### config.mk
export PLATFORM = sky130hd
export DESIGN_NAME = xy_change_logger_flat
export DESIGN_NICKNAME = d
export VERILOG_FILES = /design/src/rtl/xy_change_logger_pkg.sv /design/src/rtl/xy_change_logger_if.sv /design/src/rtl/xy_change_logger_sync_fifo.sv /design/src/rtl/xy_change_logger.sv /design/src/flat_wrapper.sv
export SDC_FILE = /design/constraint.sdc
export NUM_CORES = 1
export LEC_CHECK = 0
export CELL_PAD_IN_SITES_DETAIL_PLACEMENT = 0
export CELL_PAD_IN_SITES_GLOBAL_PLACEMENT = 1
export CORE_AREA = 3 3 142 144
export DETAILED_ROUTE_END_ITERATION = 8
export DIE_AREA = 0 0 145 147
export DONT_BUFFER_PORTS = 1
export PLACE_DENSITY_LB_ADDON = 0.1
export RECOVER_POWER = 25
export SLEW_MARGIN = 40
export SYNTH_ARGS = -nofsm -noshare
export SYNTH_HDL_FRONTEND = slang
export SYNTH_SLANG_ARGS = --single-unit
### constraint.sdc
create_clock -name clk -period 7.35 [get_ports clk]
set_input_delay 1.1025 -clock clk [delete_from_list [all_inputs] [get_ports clk]]
set_output_delay 1.1025 -clock clk [all_outputs]
set_load 0.02 [all_outputs]
### src/rtl/xy_change_logger_pkg.sv
// Shared types, record layout and width helper for the x/y change logger.
package xy_log_pkg;

  typedef enum logic [1:0] {
    IDLE = 2'd0,
    ARM  = 2'd1,
    RUN  = 2'd2
  } state_e;

  // Bit offsets of the fields inside an event record
  localparam int unsigned REC_C    = 0;
  localparam int unsigned REC_B    = 1;
  localparam int unsigned REC_A    = 2;
  localparam int unsigned REC_Y    = 3;
  localparam int unsigned REC_X    = 4;
  localparam int unsigned REC_CHGY = 5;
  localparam int unsigned REC_CHGX = 6;
  localparam int unsigned REC_TS   = 7;

  typedef struct packed {
    logic x;
    logic y;
    logic a;
    logic b;
    logic c;
  } samp_t;

  function automatic int unsigned rec_w(input int unsigned ts_w);
    return ts_w + 32'd7;
  endfunction

endpackage

### src/rtl/xy_change_logger_if.sv
// Valid/ready record port of the change logger.
interface xy_change_logger_if import xy_log_pkg::*; #(
  parameter int unsigned TS_W = 16
);
  localparam int unsigned W = rec_w(TS_W);

  logic         out_valid;
  logic         out_ready;
  logic [W-1:0] out_data;

  modport master (output out_valid, output out_data, input out_ready);
  modport slave  (input out_valid, input out_data, output out_ready);
endinterface

### src/rtl/xy_change_logger_sync_fifo.sv
// Register-array FIFO with first-word fall-through read.
module sync_fifo #(
  parameter int unsigned DEPTH = 8,
  parameter int unsigned W     = 8
) (
  input  logic         clk,
  input  logic         rst_n,
  input  logic         wr_en,
  input  logic [W-1:0] wr_data,
  input  logic         rd_en,
  output logic [W-1:0] rd_data,
  output logic         full,
  output logic         empty
);
  localparam int unsigned AW = $clog2(DEPTH);
  localparam int unsigned PW = AW + 1;

  logic [PW-1:0] wr_ptr_q, wr_ptr_d;
  logic [PW-1:0] rd_ptr_q, rd_ptr_d;
  logic [W-1:0]  mem_q [DEPTH];
  logic [W-1:0]  mem_d [DEPTH];
  logic          wr_go_c;
  logic          rd_go_c;

  // Extra pointer MSB separates full (MSBs differ) from empty (pointers equal)
  assign empty   = (wr_ptr_q == rd_ptr_q);
  assign full    = (wr_ptr_q[AW] != rd_ptr_q[AW]) &&
                   (wr_ptr_q[AW-1:0] == rd_ptr_q[AW-1:0]);
  assign rd_go_c = rd_en && !empty;
  assign wr_go_c = wr_en && (!full || rd_go_c);
  assign rd_data = mem_q[rd_ptr_q[AW-1:0]];

  always_comb begin
    wr_ptr_d = wr_ptr_q + PW'(wr_go_c);
    rd_ptr_d = rd_ptr_q + PW'(rd_go_c);
    mem_d    = mem_q;
    if (wr_go_c) mem_d[wr_ptr_q[AW-1:0]] = wr_data;
  end

  always_ff @(posedge clk or negedge rst_n) begin
    if (!rst_n) begin
      wr_ptr_q <= '0;
      rd_ptr_q <= '0;
      for (int i = 0; i < int'(DEPTH); i++) mem_q[i] <= '0;
    end else begin
      wr_ptr_q <= wr_ptr_d;
      rd_ptr_q <= rd_ptr_d;
      mem_q    <= mem_d;
    end
  end

endmodule

### src/rtl/xy_change_logger.sv
// Samples a/b/c/x/y each cycle and queues a time-stamped record whenever x or y changes.
module xy_change_logger import xy_log_pkg::*; #(
  parameter int unsigned DEPTH  = 8,
  parameter int unsigned TS_W   = 16,
  parameter int unsigned DROP_W = 8
) (
  input  logic                clk,
  input  logic                rst_n,
  input  logic                en,
  input  logic                a,
  input  logic                b,
  input  logic                c,
  input  logic                x,
  input  logic                y,
  xy_change_logger_if.master  out_if,
  output logic                overflow,
  output logic [DROP_W-1:0]   drop_cnt
);
  localparam int unsigned RW = rec_w(TS_W);

  state_e            state_q, state_d;
  logic [TS_W-1:0]   ts_q, ts_d;
  logic [TS_W-1:0]   s_ts_q, s_ts_d;
  samp_t             s_q, s_d;
  samp_t             p_q, p_d;
  logic              overflow_q, overflow_d;
  logic [DROP_W-1:0] drop_q, drop_d;

  logic              event_c, pop_c, wr_c, drop_c;
  logic              full_c, empty_c;
  logic [RW-1:0]     rec_c, rd_data_c;

  // Free-running timestamp and two-deep sample pipeline
  always_comb begin
    ts_d   = ts_q + TS_W'(1);
    s_d    = {x, y, a, b, c};
    s_ts_d = ts_q;
    p_d    = s_q;
  end

  // ARM spends one cycle letting p fill with a real sample before compares count
  always_comb begin
    state_d = state_q;
    event_c = 1'b0;
    unique case (state_q)
      IDLE: if (en) state_d = ARM;
      ARM:  state_d = en ? RUN : IDLE;
      RUN: begin
        event_c = (s_q.x != p_q.x) || (s_q.y != p_q.y);
        if (!en) state_d = IDLE;
      end
      default: state_d = IDLE;
    endcase
  end

  always_comb begin
    rec_c                     = '0;
    rec_c[REC_TS +: TS_W]     = s_ts_q;
    rec_c[REC_CHGX]           = s_q.x ^ p_q.x;
    rec_c[REC_CHGY]           = s_q.y ^ p_q.y;
    rec_c[REC_X:REC_C]        = s_q;
  end

  // A pop in the same cycle frees the slot, so a full FIFO only drops without one
  always_comb begin
    pop_c      = !empty_c && out_if.out_ready;
    wr_c       = event_c && (!full_c || pop_c);
    drop_c     = event_c && full_c && !pop_c;
    overflow_d = overflow_q || drop_c;
    drop_d     = drop_q;
    if (drop_c && (drop_q != '1)) drop_d = drop_q + DROP_W'(1);
  end

  always_ff @(posedge clk or negedge rst_n) begin
    if (!rst_n) begin
      state_q    <= IDLE;
      ts_q       <= '0;
      s_ts_q     <= '0;
      s_q        <= '0;
      p_q        <= '0;
      overflow_q <= 1'b0;
      drop_q     <= '0;
    end else begin
      state_q    <= state_d;
      ts_q       <= ts_d;
      s_ts_q     <= s_ts_d;
      s_q        <= s_d;
      p_q        <= p_d;
      overflow_q <= overflow_d;
      drop_q     <= drop_d;
    end
  end

  sync_fifo #(
    .DEPTH (DEPTH),
    .W     (RW)
  ) u_fifo (
    .clk     (clk),
    .rst_n   (rst_n),
    .wr_en   (wr_c),
    .wr_data (rec_c),
    .rd_en   (pop_c),
    .rd_data (rd_data_c),
    .full    (full_c),
    .empty   (empty_c)
  );

  assign out_if.out_valid = !empty_c;
  assign out_if.out_data  = rd_data_c;
  assign overflow         = overflow_q;
  assign drop_cnt         = drop_q;

endmodule

### src/flat_wrapper.sv
// flat-port wrapper written by rule: the top's interface ports become plain ports
module xy_change_logger_flat import xy_log_pkg::*;
#(
  parameter int unsigned DEPTH  = 8,
  parameter int unsigned TS_W   = 16,
  parameter int unsigned DROP_W = 8
)
  (clk, rst_n, en, a, b, c, x, y, overflow, drop_cnt, out_if_out_valid, out_if_out_data, out_if_out_ready);
  xy_change_logger_if #(.TS_W(TS_W)) out_if_i ();
  input  logic clk;
  input  logic rst_n;
  input  logic en;
  input  logic a;
  input  logic b;
  input  logic c;
  input  logic x;
  input  logic y;
  output logic overflow;
  output logic [DROP_W-1:0] drop_cnt;
  output wire logic [$bits(out_if_i.out_valid)-1:0] out_if_out_valid;
  output wire logic [$bits(out_if_i.out_data)-1:0] out_if_out_data;
  input wire logic [$bits(out_if_i.out_ready)-1:0] out_if_out_ready;
  assign out_if_out_valid = out_if_i.out_valid;
  assign out_if_out_data = out_if_i.out_data;
  assign out_if_i.out_ready = out_if_out_ready;
  xy_change_logger #(.DEPTH(DEPTH), .TS_W(TS_W), .DROP_W(DROP_W)) u_core (.clk(clk), .rst_n(rst_n), .en(en), .a(a), .b(b), .c(c), .x(x), .y(y), .out_if(out_if_i), .overflow(overflow), .drop_cnt(drop_cnt));
endmodule
**Word-level counts from Yosys, hierarchy flattened**

Cells that the tools add are included.

- Output and inout bits: 33
- Word-level logic and storage cells: 72
- Input bits: 9
- Flip-flop bits (word level): 242

- Equal/unequal tests: 10
- Mux-type cells: 11
- Reductions and logical operators: 18
- Bitwise logic cells: 4
- $lt $le $gt $ge: 3
- $add $sub $neg: 4

Operator list:

| operator | count |
|---|---|
| 184-bit bitwise mux | 1 |
| 23-bit binary-select mux with 3-bit select | 1 |
| 23-bit demux with 3-bit select | 1 |
| 23-bit 2-to-1 mux | 3 |
| 16-bit by 1-bit adder with 16-bit output, second input constant | 1 |
| 1-bit logical AND | 9 |
| 4-bit by 1-bit adder with 4-bit output | 2 |
| 8-bit by 1-bit adder with 8-bit output, second input constant | 1 |
| 4-bit >= comparator, second input constant | 2 |
| 8-bit inequality test, second input constant | 1 |
| 3-bit NOT with 4-bit output | 2 |
| 2-bit 2-to-1 mux | 3 |
| 2-bit one-hot mux with 3 select lines | 1 |
| 4-bit == test | 1 |
| 1-bit logical OR | 4 |
| 4-bit by 1-bit < comparator with 1-bit output, second input constant | 1 |
| 2-bit inequality test, second input constant | 2 |
| 3-bit == test | 1 |
| 1-bit logical NOT | 3 |
| 1-bit inequality test | 3 |
| 2-bit by 1-bit == test with 1-bit output, second input constant | 1 |
| 2-bit == test, second input constant | 1 |
| 2-bit logical NOT | 1 |
| 2-bit AND reduction | 1 |
| other kinds (2) | 3 |

**Depth between registers and ports, before layout**

Gate-level depths: netlist (run 1).

- Depth after elaboration: 7
- Mapped depth: 9

**Hierarchy**

Synthesis (run 1) repeated with hierarchy kept, for this count alone.

- Cell total of the unflattened synthesis: 646
- Area total of the unflattened synthesis: 10,532.6 um^2

Modules (own cells, without submodules):

| module | instances | cells each | area each (um^2) |
|---|---|---|---|
| sync_fifo | 1 | 518 | 8,728.4 |
| xy_change_logger | 1 | 128 | 1,804.2 |

**Least setup slack after synthesis (run 1)**

OpenSTA, ideal clock, no wires.

- Kind: reg2out
- From: register u_core.u_fifo.rd_ptr_q[0]
- To: output port out_if_out_data[10]
- Cell stages (with the launch flop): 5
- Data required time: 6.247 ns
- Slack: 4.258 ns
- Arrival: 1.989 ns
- Path buffers: 2
- Path through: dfrtp_1 buf_1 buf_2 mux4_2 mux2_2

- Word-level cells in the longest chain between the ends: 4

Ends and longest elaborated chain:

| item | line | text |
|---|---|---|
| start: declaration | xy_change_logger_sync_fifo.sv:19 | `logic [PW-1:0] rd_ptr_q, rd_ptr_d;` |
| start signal: assignment | xy_change_logger_sync_fifo.sv:47 | `rd_ptr_q <= rd_ptr_d;` |
| 3-bit NOT with 4-bit output (not written as such) | xy_change_logger_sync_fifo.sv:31 | `assign rd_data = mem_q[rd_ptr_q[AW-1:0]];` |
| 23-bit binary-select mux with 3-bit select | xy_change_logger_sync_fifo.sv:31 |  |
| 23-bit 2-to-1 mux (not written as such) (2 in a row) | xy_change_logger_sync_fifo.sv:31 |  |
| end: declaration | flat_wrapper.sv:21 | `output wire logic [$bits(out_if_i.out_data)-1:0] out_if_out_data;` |

Every way passes these cells. The select of a mux whose other input is x is not followed.

**Final worst setup path (run 1)**

- From: register u_core.u_fifo.rd_ptr_q[0]
- To: output port out_if_out_data[21]

The elaborated chain is that of the path after synthesis.

==> flow_metrics.env, run 1 <==
export IMPL_crit_path_start_kind="register"
export IMPL_drv_cap=0
export IMPL_netlist_instances=637
export IMPL_yosys_area_top_type="dfrtp_1"
export IMPL_yosys_warnings=0
export IMPL_grt_max_degree=243
export IMPL_cp_arrival_ns=2.45
export IMPL_avgSynthCellArea_um2=17.4
export IMPL_io_pins=42
export IMPL_wl_mm=21.0
export IMPL_p_switching_uw=1220
export IMPL_power_uw=4210
export IMPL_grt_pass1_vias=5962
export IMPL_postCtsSetupRepairBufs=0
export IMPL_rsz0062_at_grt="false"
export IMPL_rows=50
export IMPL_nFillCells=1314
export IMPL_final_layout_size_suffix_gt1_share_pct=49.7
export IMPL_maxSlewViolCount=0
export IMPL_path_cells="buf_6 -> mux4_2 -> mux2_2"
export IMPL_finalCritPeriodShare_pct=48.4
export IMPL_cts_sinks=242
export IMPL_cpMaxStageDelayCell="mux4_2"
export IMPL_antenna_left=0
export IMPL_netlist_area_um2=11100
export IMPL_via_per_inst=5.81
export IMPL_cts_tree="built"
export IMPL_seqPwrFrac_pct=41.8
export IMPL_synth_top_area_share_pct=54.7
export IMPL_worst_ep_required_time_ns=6.25
export IMPL_cts_resized=0
export IMPL_hold_class="in -> async"
export IMPL_start_util_pct=58.8
export IMPL_p_int_uw=2990
export IMPL_outcome="finished clean"
export IMPL_power_density_nw_per_um2=346
export IMPL_min_period_ns=3.55
export IMPL_cts_buffers=25
export IMPL_dp_hpwl_mm=12.4
export IMPL_synth_seq_cells=242
export IMPL_yosysMostFrequentCell="dfrtp_1"
export IMPL_synth_async_reset_ratio_pct=100
export IMPL_dr_pass1_iters=6
export IMPL_crit_path_max_incr_delay_ns=0.60
export IMPL_core_region_area_um2=18800
export IMPL_place_ws_ns=3.96
export IMPL_worstMarginPinSlew_ns=0.841
export IMPL_hold_viol=0
export IMPL_dr_first_iter_drc_count=326
export IMPL_hold_buffers=0
export IMPL_max_freq_mhz=281
export IMPL_cts_max_path_buffers=3
export IMPL_grt_pass1_wl_mm=34.8
export IMPL_layout_setup_ws_ns=3.80
export IMPL_io_buffers=0
export IMPL_p_clk_share_pct=30.7
export IMPL_drc=0
export IMPL_synth_enable_flop_cells=0
export IMPL_die_w_um=145
export IMPL_syn_nets=652
export IMPL_layout_area_overhead_vs_synth_pct=9.76
export IMPL_wl_per_cell_um=22.8
export IMPL_ys_types=38
export IMPL_h_tree_depth=1
export IMPL_yosysSeqAreaShare_pct=54.7
export IMPL_clk_latency_ns=0.52
export IMPL_track_usage_pct=20.4
export IMPL_p_leak_uw=0.00558
export IMPL_synthTopCellsByArea="dfrtp_1, mux2_4, mux4_2, mux2_2, buf_6"
export IMPL_die_area_um2=21300
export IMPL_clock_root_buffer="clkbuf_16"
export IMPL_setup_viol=0
export IMPL_path_max_fanout=47
export IMPL_synth_main_ff_cell="dfrtp_1"
export IMPL_place_inst=881
export IMPL_rrSetupSlack_ns=4.36
export IMPL_die_h_um=147
export IMPL_ir_worst_vdd_mv=0.191
export IMPL_gp_congestion=0.744
export IMPL_end_kind="output pin"
export IMPL_setup_tns_ns=0
export IMPL_fin_nets=663
export IMPL_antenna_cells=0
export IMPL_path_class="reg -> out"
export IMPL_grt_overflow=0
export IMPL_grt_antenna_before_repair=0
export IMPL_ys_top_cells_by_count="dfrtp_1, mux2_4, mux2_2"
export IMPL_dr_total_vias=5372
export IMPL_path_clk_slew_ns=0.06
export IMPL_finClkSkew_ns=0.0131
export IMPL_slew_headroom_pct=43.7
export IMPL_final_cells=924
export IMPL_switching_share_pct=29.0
export IMPL_p_comb_share_pct=27.5
## state kept, by name (all words and copies together) (netlist names)
name,flops
u_core.u_fifo.mem_q,184
u_core.s_ts_d,16
u_core.s_ts_q,16
u_core.drop_cnt,8
u_core.p_d,5
u_core.u_fifo.rd_ptr_q,4
u_core.u_fifo.wr_ptr_q,4
u_core.p_q,2
u_core.state_q,2
u_core.overflow,1
## cell type report
cell class | instances | area, um2 | area share (%)
multi-input cells | 355 | 4740 | 39.0
repair buffers | 20 | 169 | 1.39
clock inverters | 6 | 82.6 | 0.679
inverters | 4 | 15.0 | 0.123
flip-flops and latches | 242 | 6060 | 49.8
well taps | 260 | 325 | 2.67
clock buffers | 37 | 771 | 6.34
## stage by stage
step	utilization (%)	instance area (um2)	hold slack [ns]
after CTS	64.5	12100	0.275
final	64.6	12200	0.289
after floorplan	-	11100	0.353
after detailed placement	60.0	11300	0.397
after global routing	64.6	12200	0.261
after global placement	59.6	11200	0.390
## power groups by stage
stage,clock [uW],sequential (uW),combinational (uW)
CTS,1320,1760,1180
detailed placement,0,1780,1170
global placement,0,1760,1140
floorplan,0,1710,1020
global route,1380,1790,1230
finish,1290,1760,1160
## cells in the final DEF (no fill, tap or decap), types with 3 or more instances in the layout
master and instances:
xor2_1 10, buf_6 5, inv_1 4, mux2_4 120, clkbuf_8 10, nor2_1 4, clkinv_2 3, nand2_1 7
dfrtp_1 240, and3_1 3, nand3_1 12, ha_1 6, nand4_1 9, buf_4 15, xnor2_1 18, mux2_2 85
clkbuf_16 25, a2111oi_4 6, mux2_1 4, mux4_2 46, nor3_1 3
## kinds of logic after synthesis
| kind of cell | count (synthesis) | synth area share, % |
|---|---|---|
| mux | 255 | 34.7 |
| flops | 242 | 54.7 |
| simple gates | 50 | 2.54 |
| buf+inv | 40 | 2.74 |
| xor+xnor | 30 | 2.44 |
| compound gates | 14 | 2.29 |
| fa+ha+maj | 6 | 0.677 |
## worst max-delay path, delay by kind of cell, from the launching register on
family   cells  cell delay (ns)
buf+inv      1             0.57
flops        1             0.37
mux          2             0.96
## metal layers
layer / vias to the layer above / part of all wire [%] / track usage [%]
met3: 19 / 3.9 / 3.67
met2: 77 / 49 / 33.5
met1: 2916 / 46 / 29.3
met5: - / 0 / 0
met4: 0 / 1.2 / 4.37
li1: 2360 / - / -
## worst paths after layout
path,from,end,cells after the start
worst max-delay path,u_core.u_fifo.rd_ptr_q[0],out_if_out_data[21],3
worst min-delay path,rst_n,u_core.drop_cnt[2],0
worst max register to register,u_core.p_d[3],u_core.u_fifo.mem_q[68],6
worst min register to register,u_core.s_ts_d[15],u_core.s_ts_q[15],0
max in group asynchronous,rst_n,u_core.u_fifo.rd_ptr_q[0],0
min in group clk,u_core.s_ts_d[15],u_core.s_ts_q[15],0
(Power assumes the default switching activity.)
==> run 2, diff against run 1 <==
Settings changed: CORE_AREA 3 3 142 144 to 3 3 153 155, DIE_AREA 0 0 145 147 to 0 0 156 158.
Clock period 7.35 ns to 3 ns, I/O delays scaled along.
==> flow_metrics.env, run 2 (same netlist as run 1, synthesis figures left out) <==
export IMPL_rows=54
export IMPL_end_kind="output pin"
export IMPL_track_usage_pct=18.2
export IMPL_drv_cap=0
export IMPL_cts_sinks=242
export IMPL_nFillCells=1686
export IMPL_crit_path_start_kind="register"
export IMPL_grt_pass1_wl_mm=35.4
export IMPL_dp_hpwl_mm=12.8
export IMPL_fin_hold_ws_ns=-0.383
export IMPL_hold_class="in -> async"
export IMPL_die_w_um=156
export IMPL_max_freq_mhz=371
export IMPL_cts_buffers=27
export IMPL_ir_worst_vdd_mv=0.458
export IMPL_p_leak_uw=0.00566
export IMPL_largest_reg_flops=184
export IMPL_core_region_area_um2=22000
export IMPL_setup_viol=0
export IMPL_fin_nets=675
export IMPL_die_area_um2=24600
export IMPL_grt_antenna_before_repair=0
export IMPL_clock_root_buffer="clkbuf_16"
export IMPL_dr_first_iter_drc_count=250
export IMPL_via_per_inst=5.59
export IMPL_layout_area_overhead_vs_synth_pct=11.5
export IMPL_setup_tns_ns=0
export IMPL_path_max_fanout=30
export IMPL_min_period_ns=2.70
export IMPL_wl_mm=21.6
export IMPL_dr_total_vias=5359
export IMPL_final_layout_size_suffix_gt1_share_pct=49.9
export IMPL_cts_max_path_buffers=3
export IMPL_hold_buffers=5
export IMPL_placed_cell_area_um2=11400
export IMPL_cts_resized=0
export IMPL_h_tree_depth=1
export IMPL_rsz0062_at_grt="false"
export IMPL_grt_pass1_vias=6003
export IMPL_regArea_um2=6060
export IMPL_cts_tree="built"
export IMPL_outcome="finished with violations"
export IMPL_io_buffers=0
export IMPL_multi_input_area_um2=4720
export IMPL_finClkSkew_ns=0.0101
export IMPL_violations="negative hold slack"
export IMPL_worstMarginPinSlew_ns=0.733
export IMPL_drc=0
export IMPL_antenna_cells=0
export IMPL_postCtsSetupRepairBufs=0
export IMPL_grt_overflow=0
export IMPL_wl_per_cell_um=22.5
export IMPL_path_clk_slew_ns=0.06
export IMPL_slew_headroom_pct=50.8
export IMPL_path_class="reg -> out"
export IMPL_regMostFlops="u_core.u_fifo.mem_q"
export IMPL_io_pins=42
export IMPL_grt_max_degree=243
export IMPL_stdcell_area_um2=12400
export IMPL_clk_latency_ns=0.54
export IMPL_worst_ep_required_time_ns=2.55
export IMPL_final_common_cell="dfrtp_1"
export IMPL_hold_viol=242
export IMPL_start_util_pct=50.5
export IMPL_layout_common_cells="dfrtp_1, mux2_4, mux2_2"
export IMPL_die_h_um=158
export IMPL_power_density_nw_per_um2=855
export IMPL_gp_congestion=0.751
export IMPL_cp_arrival_ns=2.25
export IMPL_finalCritPeriodShare_pct=89.9
export IMPL_antenna_left=0
export IMPL_maxSlewViolCount=0
export IMPL_dr_pass1_iters=5
-- run 2: power by group --
part           switching, uW  internal, uW
combinational           1330          1530
sequential               448          3890
clock                   1300          2060
-- run 2: final cells by class --
cell class	instances	area share (%)
Clock buffer	42	6.98
Clock inverter	6	0.587
Inverter	4	0.122
Multi-Input combinational cell	355	38.2
Sequential cell	242	49.0
Tap cell	280	2.84
Timing Repair Buffer	30	2.23
-- run 2: worst paths after layout --
kind                                      startpoint                  endpoint  slack [ns]  cells after the start
min in group clk                                  en         u_core.state_q[1]        0.04                      1
setup / recovery           u_core.u_fifo.rd_ptr_q[1]       out_if_out_data[13]        0.30                      3
hold / removal                                 rst_n        u_core.drop_cnt[5]       -0.38                      0
setup reg to reg                       u_core.p_d[3]  u_core.u_fifo.mem_q[138]        0.68                      7
hold reg to reg                    u_core.s_ts_d[15]         u_core.s_ts_q[15]        0.39                      0
max in group asynchronous                      rst_n  u_core.u_fifo.mem_q[123]        2.94                      0
-- run 2: per-stage QoR --
step | cells | setup WS, ns | utilization [%] | total power, uW | hold slack [ns]
after floorplan | 637 | 0.489 | - | 6690 | 0.154
after global placement | 906 | 0.671 | 51.8 | 7230 | 0.161
after detailed placement | 906 | 0.676 | 51.8 | 7310 | 0.162
after CTS | 959 | 0.250 | 56.3 | 10700 | -0.417
after global routing | 959 | 0.211 | 56.3 | 11100 | -0.412
final | 959 | 0.302 | 56.3 | 10600 | -0.383
-- run 2: layer usage --
| layer | vias to the layer above | track usage [%] | part of all wire (%) |
|---|---|---|---|
| li1 | 2381 | - | - |
| met1 | 2880 | 25.9 | 47 |
| met2 | 74 | 29.6 | 48 |
| met3 | 24 | 3.06 | 3.8 |
| met4 | 0 | 4.21 | 1.4 |
| met5 | - | 0 | 0 |
-- run 2: critical path, cell delays in order, from the launching register on --
cell	delay (ns)
dfrtp_2	0.46
buf_4	0.47
mux4_2	0.41
mux2_2	0.35
